$ cat src/rtl/booth_pp_accumulator_pkg.sv
// rtl/booth_pp_accumulator_pkg.sv - shared widths and partial-product alignment for the Booth multiplier
package booth_pp_accumulator_pkg;

  localparam int PP_WIDTH   = 10;
  localparam int PROD_WIDTH = 16;
  localparam int NUM_PP     = 4;

  function automatic int pp_shift(input int k);
    return 2 * k;
  endfunction

  // Sign-extend, apply the +1 negate correction, then place at weight 4^k.
  function automatic logic [PROD_WIDTH-1:0] pp_align(
    input logic [PP_WIDTH-1:0] pp,
    input logic                negate,
    input int                  k
  );
    logic [PROD_WIDTH-1:0] ext;
    ext = {{(PROD_WIDTH-PP_WIDTH){pp[PP_WIDTH-1]}}, pp};
    ext = ext + {{(PROD_WIDTH-1){1'b0}}, negate};
    return ext << pp_shift(k);
  endfunction

endpackage

$ cat src/rtl/booth_pipe_reg.sv
// rtl/booth_pipe_reg.sv - valid/data pipeline register that loads only when its stage advances
module booth_pipe_reg #(
  parameter int WIDTH = 16
) (
  input  logic             clk,
  input  logic             rst,
  input  logic             adv,
  input  logic             d_valid,
  input  logic [WIDTH-1:0] d_data,
  output logic             q_valid,
  output logic [WIDTH-1:0] q_data
);

  always_ff @(posedge clk or posedge rst) begin
    if (rst) begin
      q_valid <= 1'b0;
      q_data  <= '0;
    end else if (adv) begin
      q_valid <= d_valid;
      q_data  <= d_data;
    end
  end

endmodule

$ cat src/rtl/booth_pp_accumulator.sv
// rtl/booth_pp_accumulator.sv - two-stage partial-product reduction with valid/ready flow control
module booth_pp_accumulator
  import booth_pp_accumulator_pkg::*;
(
  input  logic                  clk,
  input  logic                  rst,
  input  logic                  in_valid,
  output logic                  in_ready,
  input  logic [PP_WIDTH-1:0]   partsum0,
  input  logic [PP_WIDTH-1:0]   partsum1,
  input  logic [PP_WIDTH-1:0]   partsum2,
  input  logic [PP_WIDTH-1:0]   partsum3,
  input  logic [NUM_PP-1:0]     neg,
  output logic                  out_valid,
  input  logic                  out_ready,
  output logic [PROD_WIDTH-1:0] product
);

  logic                    v1, v2;
  logic                    s1_adv, s2_adv;
  logic [PROD_WIDTH-1:0]   sum01, sum23, s2_sum;
  logic [2*PROD_WIDTH-1:0] s1_d, s1_q;

  // Stall chain depends only on stage valids and out_ready, never on in_valid.
  assign s2_adv   = !v2 || out_ready;
  assign s1_adv   = !v1 || s2_adv;
  assign in_ready = s1_adv;

  always_comb begin
    sum01 = pp_align(partsum0, neg[0], 0) + pp_align(partsum1, neg[1], 1);
    sum23 = pp_align(partsum2, neg[2], 2) + pp_align(partsum3, neg[3], 3);
    s1_d  = {sum01, sum23};
  end

  booth_pipe_reg #(.WIDTH(2*PROD_WIDTH)) u_s1 (
    .clk     (clk),
    .rst     (rst),
    .adv     (s1_adv),
    .d_valid (in_valid),
    .d_data  (s1_d),
    .q_valid (v1),
    .q_data  (s1_q)
  );

  assign s2_sum = s1_q[2*PROD_WIDTH-1:PROD_WIDTH] + s1_q[PROD_WIDTH-1:0];

  booth_pipe_reg #(.WIDTH(PROD_WIDTH)) u_s2 (
    .clk     (clk),
    .rst     (rst),
    .adv     (s2_adv),
    .d_valid (v1),
    .d_data  (s2_sum),
    .q_valid (v2),
    .q_data  (product)
  );

  assign out_valid = v2;

endmodule

$ cat config.mk
export PLATFORM = sky130hd
export DESIGN_NAME = booth_pp_accumulator
export DESIGN_NICKNAME = d
export VERILOG_FILES = /design/src/rtl/booth_pp_accumulator_pkg.sv /design/src/rtl/booth_pipe_reg.sv /design/src/rtl/booth_pp_accumulator.sv
export SDC_FILE = /design/constraint.sdc
export NUM_CORES = 1
export LEC_CHECK = 0
export CAP_MARGIN = 30
export CORE_UTILIZATION = 46
export CTS_CLUSTER_DIAMETER = 30
export DETAILED_ROUTE_END_ITERATION = 8
export GPL_ROUTABILITY_DRIVEN = 0
export MAX_ROUTING_LAYER = met4
export PLACE_DENSITY = 0.75
export SETUP_SLACK_MARGIN = 0.15
export SLEW_MARGIN = 20
export SYNTH_ARGS = -nofsm -noshare
export SYNTH_HDL_FRONTEND = slang
export SYNTH_SLANG_ARGS = --single-unit
$ cat constraint.sdc
create_clock -name clk -period 3 [get_ports clk]
set_input_delay 0.45 -clock clk [delete_from_list [all_inputs] [get_ports clk]]
set_output_delay 0.45 -clock clk [all_outputs]
set_load 0.02 [all_outputs]
==> impl_metrics.tcl <==
set metrics [dict create \
    status "finished clean" \
    power_density_nw_per_um2 596.6 \
    avgViaCountPerCell 5.284 \
    p_switching_w 0.0009995 \
    slew_headroom_pct 55.58 \
    grt_pass1_wl_mm 11.93 \
    clk-insertion-delay-late_ps 290 \
    drc 0 \
    track_usage_pct 19.63 \
    path_class "input pin to register" \
    worst_pin_slew_ps 666.3 \
    rows 31 \
    synth_warnings 0 \
    fin_setup_tns_ps 0 \
    vias 3128 \
    clock-sinks 44 \
    drtIter0Drc 92 \
    max-clock-path-buffers 2 \
    cp-startpoint "neg[2]" \
    synth_seq_cells 44 \
    fin_crit_ps 2761 \
    reg2reg_to "u_s2.q_data[13]" \
    fmax_mhz 362.1 \
    worst_slack_ps 238.5 \
    pwr-share-seq_pct 31.3 \
    ys_seq_area_share_pct 31.62 \
    cts_tree "yes" \
    hpwl_mm 5.881 \
    overflow 0 \
    ant_nets 0 \
    wl_per_cell_um 12.42 \
    syn_to_final_growth_pct 34.71 \
    syn-num-nets 488 \
    mostFrequentLayoutCell "clkdlybuf4s50_1" \
    reg2reg_from "u_s1.q_data[21]" \
    nFillCells 633 \
    hold_violations 0 \
    grt_setup_unrepaired "true" \
    start_util_pct 47.75 \
    drt-total-wl_mm 7.354 \
    combPwrFrac_pct 50.4 \
    critPathCaptureType "register" \
    cp.arrival_ps 2920 \
    syn_inst 397 \
    cts_root_buffer "clkbuf_8" \
    start_kind "input pin" \
    drv_cap 0 \
    core_area_um2 7292 \
    ff_latch_area_um2 1101 \
    setup_viol 0 \
    grt_start_max_net_pins 45 \
    stdcell_count 592 \
    die_height_um 89.01 \
    cts.clk_slew.worst_paths_ps 70 \
    first_pass_iters 4 \
    switching_share_pct 35.72 \
    internal_power_w 0.001799 \
    dieArea_um2 7922 \
    multi_input_area_um2 2385 \
    nNetsFinal 584 \
    vdd_drop_max_v 0.0002503 \
    synth_area_per_cell_um2 8.771 \
    synthArstFlopShare_pct 100.0 \
    clockPowerShare_pct 18.3 \
    grt_pass1_vias 2817 \
    synth_area_um2 3482 \
    antenna_found_initial 0 \
    skew_ps 6.508 \
    endpoint "u_s1.q_data[13]" \
    cp_max_fo 3 \
    dp_cells 585 \
    worstHoldPathType "register to register" \
    synth_ff_type "dfrtp_1" \
    synth_edf_count 0 \
    htreeDepth 2 \
    slew_violations 0 \
    dieWidth_um 89.01 \
    required_ps 3160 \
    synth_cell_types 49 \
    drive_above_1_share_pct 12.37 \
    antennaDiodeCount 0 \
    final_cell_area_um2 4691 \
    worstRegToRegCells 6 \
    min_period_over_period_pct 92.05 \
    layout_common_cells "clkdlybuf4s50_1, nand2_1, dfrtp_1" \
    pre_cts_ws_ps -201.3 \
    power_leakage_nw 2.101 \
    place_area_um2 4469 \
    io_pins 66 \
    io_buffers 65 \
    regToRegSetupSlack_ps 960 \
    cts_made_buffers 5 \
]
==> worst min path at each step <==
stage | startpoint | to | slack, ps | cells past startpoint
floorplan | u_s1.q_valid | u_s2.q_valid | 430 | 1
global placement | u_s1.q_valid | u_s2.q_valid | 430 | 1
detailed placement | u_s1.q_valid | u_s2.q_valid | 440 | 1
CTS | u_s1.q_valid | u_s2.q_valid | 460 | 1
global route | u_s1.q_valid | u_s2.q_valid | 470 | 1
finish | u_s1.q_valid | u_s2.q_valid | 460 | 1
==> metal layers <==
layer  part of all wire, %  vias up  GRT usage (%)  wire [µm]
met2                    49       73          33.36       3571
met4                   1.6        0          4.618        115
met3                   3.5       10          3.324        257
li1                      -     1598              -          -
met5                     0        -              -          0
met1                    46     1447          24.48       3410
==> cells by family after synthesis <==
family                   synth area share [%]
flip-flops                              31.62
AND/OR/NAND/NOR                         17.32
AO/OA/AOI/OAI                           19.66
multiplexers                           0.2875
XOR/XNOR                                12.83
adder cells (fa/ha/maj)                 15.88
buffers and inverters                   2.407
==> metrics by stage <==
stage | utilization, % | total power, W | hold WS (ps)
floorplan | - | 0.001768 | 425.2
global placement | 61.29 | 0.002227 | 431.7
detailed placement | 61.29 | 0.002265 | 441.9
CTS | 63.14 | 0.002795 | 457.5
global route | 64.33 | 0.003012 | 469.5
finish | 64.33 | 0.002798 | 455.5
==> synth_stat cells (3+ instances only) <==
cell type / number / area (µm²)
a211oi_1: 4 / 30.03
dfrtp_1: 44 / 1101
o21a_1: 10 / 75.07
o21ai_0: 18 / 90.09
nor3_1: 4 / 20.02
xnor2_1: 25 / 219.0
nand4_1: 5 / 31.28
nand2_1: 55 / 206.5
nor2_1: 27 / 101.4
a211o_1: 3 / 26.28
nand3_1: 15 / 75.07
clkbuf_1: 6 / 22.52
and3_1: 8 / 50.05
o21bai_1: 4 / 30.03
ha_1: 41 / 513.0
nor2b_1: 3 / 18.77
a21oi_1: 30 / 150.1
buf_2: 4 / 20.02
a21o_1: 7 / 52.55
xor2_1: 26 / 227.7
o21ai_1: 9 / 45.04
inv_1: 11 / 41.29
nand2b_1: 6 / 37.54
==> cell type report <==
| type | count | share of cell area (%) |
|---|---|---|
| Timing Repair Buffer | 99 | 19.42 |
| Inverter | 11 | 0.8802 |
| Multi-Input combinational cell | 332 | 50.84 |
| Tap cell | 99 | 2.641 |
| Clock inverter | 2 | 1.280 |
| Clock buffer | 5 | 1.467 |
| Sequential cell | 44 | 23.47 |
==> power by group through the flow <==
stage,registers [W],logic [W],clock network [W]
CTS,0.000879,0.00139,0.000525
floorplan,0.000983,0.000786,0
global placement,0.000882,0.00134,0
finish,0.000876,0.00141,0.000513
global route,0.000900,0.00157,0.000542
detailed placement,0.000890,0.00137,0
==> worst max-delay path, stage by stage <==
cell	delay (ps)
clkdlybuf4s50_1	460
ha_2	200
nand3_2	90
or2_4	240
xnor2_1	130
ha_1	330
a21o_1	230
a221oi_4	300
o21bai_1	100
a21oi_1	160
xor2_1	140
o21ai_0	90
==> registers in the layout, indices dropped and copies added (netlist names) <==
register      flops
u_s1.q_data      26
u_s1.q_valid      1
u_s2.q_data      16
u_s2.q_valid      1
==> what timing repair did <==
action / CTS / global route
pin swaps: 0 / 18
gates resized for setup: 2 / 19
endpoints found under the setup margin: 2 / 8
setup buffers: 0 / 0
hold buffers: 0 / 0
No activity file was read; power rests on OpenSTA's default activity.
